$ cat src/rtl/pfiform_join_arb.sv
// ---------------------------------------------------------------------------
// pfiform_join_arb
//
// Round-robin arbiter in front of the single join port of the PFIFORM packing
// FIFO. One requester owns the join port for a whole packet, so beats from
// different packets never interleave. The element total of each finished
// packet is reported alongside a one-cycle completion pulse.
//
// Parameters
//   NREQ : number of requesters (2..8)
//   DW   : beat data width (32 lanes x 6 bits)
//   AW   : amount width, amount is coded as element count minus 1
//   CW   : width of the saturating packet element counter
//
// Ports
//   i_core_clk  in   clock, everything on the rising edge
//   i_rx_rst    in   asynchronous active-high reset
//   req_valid   in   [NREQ]      requester k has a beat present
//   req_last    in   [NREQ]      requester k beat is the last of its packet
//   req_amount  in   [NREQ*AW]   requester k amount at [k*AW +: AW]
//   req_data    in   [NREQ*DW]   requester k data at [k*DW +: DW]
//   req_ready   out  [NREQ]      requester k beat accepted this cycle
//   JoinEnable  out              beat valid toward PFIFORM
//   JoinAmout   out  [AW]        amount toward PFIFORM (count-1)
//   JoinData    out  [DW]        data toward PFIFORM
//   JoinPermit  in               PFIFORM can take a beat this cycle
//   grant_id    out  [3]         current or most recent granted requester
//   busy        out              high while a packet transfer is in progress
//   pkt_done    out              one-cycle pulse after a last beat is taken
//   pkt_elems   out  [CW]        element total of the packet just completed
// ---------------------------------------------------------------------------
module pfiform_join_arb #(
  parameter int NREQ = 4,
  parameter int DW   = 192,
  parameter int AW   = 5,
  parameter int CW   = 16
) (
  input  logic                 i_core_clk,
  input  logic                 i_rx_rst,
  input  logic [NREQ-1:0]      req_valid,
  input  logic [NREQ-1:0]      req_last,
  input  logic [NREQ*AW-1:0]   req_amount,
  input  logic [NREQ*DW-1:0]   req_data,
  output logic [NREQ-1:0]      req_ready,
  output logic                 JoinEnable,
  output logic [AW-1:0]        JoinAmout,
  output logic [DW-1:0]        JoinData,
  input  logic                 JoinPermit,
  output logic [2:0]           grant_id,
  output logic                 busy,
  output logic                 pkt_done,
  output logic [CW-1:0]        pkt_elems
);

  localparam int SW = ((CW > AW + 1) ? CW : AW + 1) + 1;

  typedef enum logic {
    IDLE = 1'b0,
    XFER = 1'b1
  } state_t;

  state_t          state;
  state_t          next_state;
  logic [2:0]      last_grant;
  logic [2:0]      rr_pick;
  logic            rr_found;
  logic            sel_valid;
  logic            sel_last;
  logic [AW-1:0]   sel_amount;
  logic [DW-1:0]   sel_data;
  logic            accept;
  logic            accept_last;
  logic [CW-1:0]   elem_acc;
  logic [CW-1:0]   elem_sum;
  logic [SW-1:0]   sum_wide;

  // Round-robin search. The first pass looks at requesters numbered above
  // the previous winner, the second pass wraps around to the rest, so the
  // previous winner itself has the lowest priority.
  always_comb begin
    rr_found = 1'b0;
    rr_pick  = 3'd0;
    for (int k = 0; k < NREQ; k++) begin
      if (!rr_found && req_valid[k] && (3'(k) > last_grant)) begin
        rr_found = 1'b1;
        rr_pick  = 3'(k);
      end
    end
    for (int k = 0; k < NREQ; k++) begin
      if (!rr_found && req_valid[k] && (3'(k) <= last_grant)) begin
        rr_found = 1'b1;
        rr_pick  = 3'(k);
      end
    end
  end

  // Select the granted requester's beat. Requester 0 is the fallback, so an
  // out-of-range grant index still yields a defined value instead of X.
  always_comb begin
    sel_valid  = req_valid[0];
    sel_last   = req_last[0];
    sel_amount = req_amount[AW-1:0];
    sel_data   = req_data[DW-1:0];
    for (int k = 0; k < NREQ; k++) begin
      if (grant_id == 3'(k)) begin
        sel_valid  = req_valid[k];
        sel_last   = req_last[k];
        sel_amount = req_amount[k*AW +: AW];
        sel_data   = req_data[k*DW +: DW];
      end
    end
  end

  // State register. busy is loaded from the next state so that it is a
  // clean flop output equal to "currently in XFER".
  always_ff @(posedge i_core_clk or posedge i_rx_rst) begin
    if (i_rx_rst) begin
      state <= IDLE;
      busy  <= 1'b0;
    end else begin
      state <= next_state;
      busy  <= (next_state == XFER);
    end
  end

  // Next-state logic. The grant is held in XFER until the last beat of the
  // packet is actually taken, even if the owner drops valid for a while.
  always_comb begin
    next_state = state;
    case (state)
      IDLE: begin
        if (rr_found) begin
          next_state = XFER;
        end
      end
      XFER: begin
        if (accept_last) begin
          next_state = IDLE;
        end
      end
      default: next_state = IDLE;
    endcase
  end

  // Output logic. In XFER the owner's valid passes straight through and only
  // the owner sees PFIFORM's permit as its ready; nothing is buffered here.
  always_comb begin
    JoinEnable = 1'b0;
    req_ready  = '0;
    if (state == XFER) begin
      JoinEnable = sel_valid;
      for (int k = 0; k < NREQ; k++) begin
        if (grant_id == 3'(k)) begin
          req_ready[k] = JoinPermit;
        end
      end
    end
  end

  assign JoinAmout   = sel_amount;
  assign JoinData    = sel_data;
  assign accept      = JoinEnable & JoinPermit;
  assign accept_last = accept & sel_last;

  // Saturating element adder. The sum is formed one bit wider than either
  // operand so an overflow can be detected and clamped to all ones.
  always_comb begin
    sum_wide = SW'(elem_acc) + SW'(sel_amount) + SW'(1);
    if (sum_wide > SW'({CW{1'b1}})) begin
      elem_sum = '1;
    end else begin
      elem_sum = sum_wide[CW-1:0];
    end
  end

  // Grant register. A new winner is captured only on the IDLE cycle; it
  // then stays visible on grant_id after the packet completes.
  always_ff @(posedge i_core_clk or posedge i_rx_rst) begin
    if (i_rx_rst) begin
      grant_id <= 3'd0;
    end else if ((state == IDLE) && rr_found) begin
      grant_id <= rr_pick;
    end
  end

  // Packet accounting. Starting last_grant at the top requester makes
  // requester 0 the first winner after reset. A reset in mid-packet simply
  // clears everything, so the dropped packet never produces pkt_done.
  always_ff @(posedge i_core_clk or posedge i_rx_rst) begin
    if (i_rx_rst) begin
      last_grant <= 3'(NREQ - 1);
      elem_acc   <= '0;
      pkt_elems  <= '0;
      pkt_done   <= 1'b0;
    end else begin
      pkt_done <= accept_last;
      if (accept) begin
        if (sel_last) begin
          pkt_elems  <= elem_sum;
          elem_acc   <= '0;
          last_grant <= grant_id;
        end else begin
          elem_acc <= elem_sum;
        end
      end
    end
  end

endmodule

$ cat config.mk
export PLATFORM = sky130hd
export DESIGN_NAME = pfiform_join_arb
export DESIGN_NICKNAME = d
export VERILOG_FILES = /design/src/rtl/pfiform_join_arb.sv
export SDC_FILE = /design/constraint.sdc
export NUM_CORES = 1
export LEC_CHECK = 0
export CAP_MARGIN = 40
export CORE_AREA = 2 2 396 398
export DETAILED_ROUTE_END_ITERATION = 16
export DIE_AREA = 0 0 398 400
export GPL_TIMING_DRIVEN = 0
export PLACE_DENSITY = 0.3
export SLEW_MARGIN = 20
export SYNTH_ARGS = -nofsm -noshare
export SYNTH_HDL_FRONTEND = slang
export SYNTH_SLANG_ARGS = --single-unit
$ cat constraint.sdc
create_clock -name i_core_clk -period 4.75 [get_ports i_core_clk]
set_input_delay 1.1875 -clock i_core_clk [delete_from_list [all_inputs] [get_ports i_core_clk]]
set_output_delay 1.1875 -clock i_core_clk [all_outputs]
set_load 0.01 [all_outputs]
# Word level (Yosys, flattened, before mapping)
# Index checks and enable logic that the tools add are counted.
word_totals:
  input_bits: 799
  regBits: 40
  word_cells: 86
  output_inout_bits: 223
classes:
  n_reduce_logical: 25
  n_bitwise: 3
  eq_ne: 3
  order_cmp: 9
  muxes: 38
  addsub: 2
ops:
  columns: ["operator", "n"]
  rows:
  - ["two-way mux 192 bit", 3]
  - ["two-way mux 16 bit", 2]
  - ["two-way mux 1 bit", 22]
  - ["adder 16 x 5 -> 17 bit", 1]
  - ["adder 17 x 1 -> 17 bit (second input constant)", 1]
  - ["greater-than comparator 17 x 16 -> 1 bit (second input constant)", 1]
  - ["logical AND 1 bit", 16]
  - ["two-way mux 3 bit", 5]
  - ["two-way mux 5 bit", 3]
  - ["zero test 1 bit", 7]
  - ["== test 3 x 2 -> 1 bit (second input constant)", 2]
  - ["greater-than comparator 1 x 3 -> 1 bit (first input constant)", 2]
  - ["greater-than comparator 2 x 3 -> 1 bit (first input constant)", 2]
  - ["less-or-equal comparator 1 x 3 -> 1 bit (first input constant)", 2]
  - ["less-or-equal comparator 2 x 3 -> 1 bit (first input constant)", 2]
  - ["two-way mux 4 bit", 1]
  - ["== test 3 x 1 -> 1 bit (second input constant)", 1]
  - ["zero test 3 bit", 1]
  - ["AND 1 bit", 2]
  - ["two-way mux 2 bit", 1]
  - ["one-hot mux 1 bit (2 select lines)", 1]
  - ["AND reduction 2 bit", 1]
  - ["inverter 1 bit", 1]

# Logic depth before layout (Yosys ltp)
logic_depth:
  word_depth: 33
  mapped_depth: 14
  ltp_nobuf: 10

# Worst setup path before layout
# OpenSTA, ideal clock, no wires.
synth_path:
  kind: "input-to-reg"
  start: "in req_amount[15]"
  end: "reg pkt_elems[5]"
  setup_slack_ps: 1266
  setup_ps: 136
  arrival_time_ps: 3348
  n_path_buf: 1
  path_stages: 11
  required_ps: 4614
  cell_sequence: "mux4_2 > inv_1 > ha_1 > inv_1 > fa_1 > a21oi_1 > o22ai_1 > and2_1 > buf_2 > nor2_1 > a21oi_1"
synth_via:
  elab_chain_len: 5
synth_rtl:
  columns: ["element", "line_no", "rtl"]
  rows:
  - ["from (decl)", "42", "input logic [NREQ*AW-1:0] req_amount,"]
  - ["two-way mux 5 bit (*)", "105", "if (grant_id == 3'(k)) begin"]
  - ["adder 16 x 5 -> 17 bit (*)", "168", "sum_wide = SW'(elem_acc) + SW'(sel_amount) + SW'(1);"]
  - ["adder 17 x 1 -> 17 bit (*)", "168", null]
  - ["greater-than comparator 17 x 16 -> 1 bit", "169", "if (sum_wide > SW'({CW{1'b1}})) begin"]
  - ["two-way mux 16 bit (*)", "169", null]
  - ["to (signal assigned)", "199", "pkt_elems <= elem_sum;"]
  - ["to (decl)", "52", "output logic [CW-1:0] pkt_elems"]
# Mark *: on every way between the ends. The rest lies on a longest branch, timed or not.
# A chain may end at the register's enable or synchronous reset.

# Final worst setup path
layout_path:
  start: "reg grant_id[0]"
  end: "out JoinData[181]"
layout_via:
  elab_chain_len: 4
  word_cells_on_any_way: 6
  classes_between: "3 x eq/ne; 3 x mux"
layout_rtl:
  columns: ["element", "line_no", "rtl"]
  rows:
  - ["from (decl)", "49", "output logic [2:0] grant_id,"]
  - ["from (signal assigned)", "182", "grant_id <= rr_pick;"]
  - ["== test 3 x 1 -> 1 bit", "105", null]
  - ["two-way mux 192 bit (2 in a row)", "105", null]
  - ["two-way mux 192 bit (*)", "105", null]
  - ["to (decl)", "47", "output logic [DW-1:0] JoinData,"]
# Marked as above.

==> results.json <==
{
  "syn_to_final_growth_pct": 194,
  "nets": 2319,
  "mostFrequentLayoutCells": "clkdlybuf4s50_1 (1,020), mux4_2 (198), dfrtp_1 (36)",
  "worstSetupStartpointType": "flop",
  "dp_hpwl_um": 126000,
  "first_pass_iters": 4,
  "wl_per_cell_um": 37.5,
  "async_flop_share_pct": 100,
  "grt_pass1_vias": 11100,
  "final_design_area_no_fill_um2": 20000,
  "cts_tree": "yes",
  "slew_violations": 0,
  "ant_nets": 0,
  "hold_viol_final": 0,
  "final_common_cell": "clkdlybuf4s50_1",
  "synth-edff-count": 0,
  "clockRootBuffer": "clkbuf_16",
  "wl_um": 135000,
  "grt_max_degree": 32,
  "whs_ns": 0.484,
  "cts_buffer_depth": 2,
  "cts_buffers": 5,
  "synth_ff_type": "dfrtp_1",
  "synth-seq-cells": 38,
  "criticalPathCategory": "flop to primary output",
  "vias": 11100,
  "syn_nets": 1283,
  "setup_viol": 0,
  "place_congestion": 0.968,
  "drive_gt1_share_pct": 17.4,
  "leakage_nw": 6.45,
  "clock_latency_ns": 0.29,
  "synthCells": 477,
  "grt_usage_pct": 15.9,
  "required_ns": 3.56,
  "place_area_um2": 19700,
  "rsz0062_at_grt": "no",
  "antenna_found_initial": 184,
  "cp.arrival_ns": 3.22,
  "finClkSkew_ns": 0.00922,
  "post-cts-setup-buffer-count": 0,
  "drv_cap": 0,
  "timing.final.crit_share_pct": 92.8,
  "hp-class": "flop to flop",
  "power.density_nw_per_um2": 454,
  "ys_warn_count": 0,
  "drcViolationCount": 0,
  "synth.distinct_cells": 52,
  "setup_tns_ns": 0,
  "clk_pin_slew_ns": 0.07,
  "worstPathMaxFanout": 10,
  "cts.sinks": 38,
  "die_area_um2": 159000,
  "port_buffers": 1020,
  "die_y_um": 400,
  "max_freq_mhz": 227,
  "relSlewSlack_pct": 45.9,
  "peakVddDrop_v": 0.000135,
  "synth_area_um2": 6800,
  "die_w_um": 398,
  "setup.worst_path.end_class": "primary output",
  "drt_iter0_markers": 745,
  "syn_avg_cell_area_um2": 14.3,
  "rows": 145,
  "yosysSeqAreaShare_pct": 14.0,
  "io_pins": 1022,
  "h-tree-depth": 2,
  "grt_pass1_wl_um": 156000,
  "nFillCells": 17600,
  "tightest_slew_ns": 0.811,
  "grt_overflow_total": 0,
  "timing.final.crit_period_ns": 4.41,
  "start_util_pct": 4.38,
  "core_area_um2": 155000,
  "drt-vias-per-instance": 3.08,
  "status": "completed"
}
==> repair_timing <==
| action | 4_1_cts | 5_1_grt |
|---|---|---|
| endpoints found under the setup margin | 26 | 3 |
| pin swaps | 0 | 0 |
| hold buffers | 0 | 0 |
| gates resized for setup | 4 | 3 |
==> cell type report <==
| cell class | count | area, um2 | share of cell area (%) |
|---|---|---|---|
| multi-input combinational | 372 | 5540 | 27.7 |
| sequential | 38 | 953 | 4.77 |
| clock buffer | 6 | 139 | 0.695 |
| tap | 2058 | 2570 | 12.9 |
| inverter | 12 | 45.0 | 0.225 |
| clock inverter | 2 | 60.1 | 0.300 |
| buffer | 55 | 273 | 1.36 |
| antenna | 26 | 65.1 | 0.326 |
| timing repair buffer | 1029 | 10300 | 51.7 |
==> report_power, final <==
group | internal (mW) | total, mW | switching, mW
clock | 0.316 | 0.459 | 0.144
combinational | 4.01 | 8.10 | 4.09
sequential | 0.441 | 0.508 | 0.0672
==> state kept, by name (all words and copies together), names as in the netlist <==
| register | flops |
|---|---|
| pkt_elems | 16 |
| last_grant | 2 |
| pkt_done | 1 |
| grant_id | 2 |
| state | 1 |
| elem_acc | 16 |
==> critical path, cell delays in order (launching register included) <==
cell,delay (ns)
dfrtp_1,0.36
buf_2,0.33
clkbuf_4,0.44
buf_2,0.52
mux4_2,0.69
clkdlybuf4s50_1,0.53
==> metal layers <==
metal | up-vias | track usage, % | routed length (um)
met5 | - | 0 | 639
met3 | 290 | 9.37 | 19200
li1 | 4227 | - | -
met2 | 904 | 27.4 | 64700
met1 | 5545 | 17.6 | 48400
met4 | 106 | 0.859 | 2100
==> cell usage after synthesis, types with 2 or more instances <==
cell / instances / area (um2)
a21o_1: 2 / 15.0
and4_1: 3 / 26.3
xnor2_1: 9 / 78.8
dfstp_2: 2 / 52.6
a211oi_2: 3 / 37.5
nand4_1: 4 / 25.0
a31o_2: 2 / 17.5
xor2_1: 3 / 26.3
nand3_1: 5 / 25.0
mux2i_1: 2 / 20.0
nand2_1: 16 / 60.1
o21ai_0: 18 / 90.1
o211ai_1: 3 / 22.5
buf_2: 27 / 135
ha_1: 6 / 75.1
o21a_1: 4 / 30.0
a31oi_1: 6 / 37.5
clkbuf_1: 23 / 86.3
a311oi_1: 2 / 17.5
or3_1: 2 / 12.5
and3_1: 3 / 18.8
a211oi_1: 2 / 15.0
dfrtp_1: 36 / 901
nor2_1: 25 / 93.8
inv_1: 11 / 41.3
mux4_2: 198 / 4460
buf_6: 2 / 22.5
nor2b_1: 3 / 18.8
nor3_1: 3 / 15.0
a21oi_1: 29 / 145
and2_1: 2 / 12.5
==> path summary, 6_finish.rpt <==
kind | start | end | slack [ns] | depth (start not counted)
max | grant_id[0] | JoinData[181] | 0.34 | 5
min | pkt_elems[4] | pkt_elems[4] | 0.48 | 2
max reg2reg | grant_id[1] | elem_acc[9] | 0.36 | 14
min reg2reg | pkt_elems[4] | pkt_elems[4] | 0.48 | 2
max in group asynchronous | i_rx_rst | last_grant[1] | 3.03 | 3
min in group asynchronous | i_rx_rst | grant_id[0] | 1.21 | 2
==> through the flow <==
step | total power [mW] | cells | setup slack (ns) | util (%)
6_report | 9.07 | 3598 | 0.343 | 12.9
5_1_grt | 9.63 | 3576 | 0.0415 | 12.8
4_1_cts | 9.29 | 3570 | 0.0400 | 12.8
3_5_place_dp | 8.74 | 3562 | -0.137 | 12.7
3_3_place_gp | 8.76 | 3555 | -0.614 | 12.6
2_1_floorplan | 3.85 | 477 | 1.27 | -
==> cell families after synthesis <==
logic type	synth area share [%]
muxes	66.1
and+or+nand+nor	5.14
buffers and inverters	4.49
other	0.0552
DFF	14.0
AOI/OAI and AO/OA	7.29
xor gates and xnor gates	1.55
adders and majority gates	1.40
Note: power is estimated with default switching activity, not from simulation.
==> RTL edit, RTL diff (same settings) <==
The parameter `AW` goes from 5 to 7.
--- a/src/rtl/pfiform_join_arb.sv
+++ b/src/rtl/pfiform_join_arb.sv
@@ -32,7 +32,7 @@
 module pfiform_join_arb #(
   parameter int NREQ = 4,
   parameter int DW   = 192,
-  parameter int AW   = 5,
+  parameter int AW   = 7,
   parameter int CW   = 16
 ) (
   input  logic                 i_core_clk,
Interface: changed (resized JoinAmout and req_amount); port bits go from 1022 to 1032. No check against the original RTL was run, so the function may have changed too.
==> RTL edit against the original RTL <==
Area after synthesis increased by 2.8%; sequential cell count unchanged; worst setup slack got worse by 0.14 ns; wire length decreased by 2.1%; highest routed layer unchanged; utilization increased by 0.12 points; power decreased by 1.2%; sequential share of layout area about the same; final area increased by 0.90%.
==> RTL edit: results (changes against the original RTL) <==
| Metric | Value |
|---|---|
| DRT iter0 DRCs | `854 (+15%)` |
| Post-synthesis mux area share | `0.6505 (-0.01005)` |
| Via-to-Cell Ratio | `3.132 (+1.8%)` |
| Total track usage | `0.1564 (-0.002794)` |
| Wirelength per Cell | `36.63 um (-2.4%)` |
| Worst R2R Start | `grant_id[0]` |
| Cell variety after synth | `59 (+13%)` |
| Commonest cells in the netlist | `200 x mux4_2, 36 x dfrtp_1, 29 x nor2_1, 28 x nand2_1, 23 x buf_2` |
| Worst hold path cell count | `2 (unchanged)` |
| Port Buffer Count | `1030 (+0.98%)` |
| Seq/Total Area, Yosys | `0.1365 (-0.003768)` |
| Fill cell count | `17580 (-0.080%)` |
| Count leader, synth | `mux4_2` |
| Post-CTS Setup Bufs | `0 (unchanged)` |
| Hold Path Origin | `pkt_elems[4]` |
| Layout cells sized above 1 | `0.1741 (-0.0002888)` |
| Top flop regs | `elem_acc x16, pkt_elems x16` |
| Hold Crit Endpoint | `pkt_elems[4]` |
| XOR/XNOR Fraction of Synth Area | `0.01254 (-0.002923)` |
| Synth top area cells | `mux4_2 64%, dfrtp_1 13%, buf_2 1.6%` |
| Syn Nets | `1298 (+1.2%)` |
| Worst Tran Pin Value | `0.9324 ns (+0.1214 ns)` |
| Routability-driven placement congestion ratio | `1.019 (+5.3%)` |
| Leakage | `6.650 nW (+3.1%)` |
| Root Buffer | `clkbuf_16` |
| Global-route wire length before repair | `155600 um (-0.43%)` |
| Status | `finished clean` |
| R2R Setup Slk | `0.45 ns (+0.09 ns)` |
| Worst reg2reg path endpoint | `elem_acc[6]` |
| Post-cts sizing count | `0 (-4)` |
| Hold WS | `0.4897 ns (+0.005449 ns)` |
| YS warnings | `0 (unchanged)` |
| Clk_skew | `0.002829 ns (-0.006390 ns)` |
| Reg2Reg Depth | `13 (-1)` |
| Post-Synth Adder-Cell Area | `0.01540 (+0.001415)` |
| Final #Nets | `2343 (+1.0%)` |
| Largest net degree at the start of global routing | `22 (-31%)` |
| Synth Area in Compound Gates | `0.07989 (+0.006997)` |
| HPWL after detailed placement | `123100 um (-2.5%)` |
| 1st-pass router iterations | `5 (+1)` |
| Async S/R FF share, synth | `1.000 (unchanged)` |
| Crit-path max FO | `10 (unchanged)` |
| Initial antenna violation count | `194 (+5.4%)` |
| Worst vdd ir | `122.2 uV (-9.5%)` |
| Post-synth top area share | `0.6448 (-0.01118)` |
| Main flop type after synthesis | `dfrtp_1` |
| Vias in the first global route | `11540 (+4.2%)` |
## RTL edit: area by class of cell
class                   instances  share of cell area
diodes                         23            0.002854
plain buffers                  53             0.01297
clock buffers                   7            0.006577
inverters                       7            0.001427
multi-input cells             385              0.2849
flip-flops and latches         38             0.04728
well taps                    2058              0.1277
repair buffers               1038              0.5163
## RTL edit: through the flow
stage	cell area (um^2)	instances	setup slack (ns)	utilization
after CTS	20100	3585	0.06201	0.1296
after global routing	20130	3596	0.04792	0.1298
after global placement	19870	3571	-0.3582	0.1281
after floorplan	6985	483	1.135	-
final	20170	3609	0.2023	0.1300
after detailed placement	19970	3578	0.1498	0.1287
## RTL edit: how the worst max path moves through the flow
stage,startpoint,to,slack [ns]
finish,grant_id[1],JoinData[122],0.20
floorplan,req_amount[21],elem_acc[6],1.13
CTS,grant_id[1],JoinData[125],0.06
global placement,grant_id[1],JoinData[61],-0.36
detailed placement,req_amount[21],elem_acc[6],0.15
global route,grant_id[0],JoinData[131],0.05
## RTL edit: worst max-delay path, cell delays in order (launching register included)
cell	delay (ns)
dfrtp_1	0.35
buf_4	0.27
clkbuf_2	0.55
buf_1	0.76
mux4_2	0.42
clkdlybuf4s50_1	0.67
## RTL edit: power breakdown
| group | internal [mW] | total [mW] | leakage (nW) | switching [mW] |
|---|---|---|---|---|
| Sequential | 0.436 | 0.511 | 0.478 | 0.0748 |
| Clock | 0.192 | 0.327 | 0.0641 | 0.134 |
| Combinational | 4.04 | 8.12 | 6.11 | 4.08 |
## RTL edit: metal layers
layer  wire length [um]  track usage  share of wire
met5                505            0         0.0038
met4               3879      0.02949          0.029
met3              15080      0.07062           0.11
met2              66170       0.2796           0.50
met1              46560       0.1696           0.35
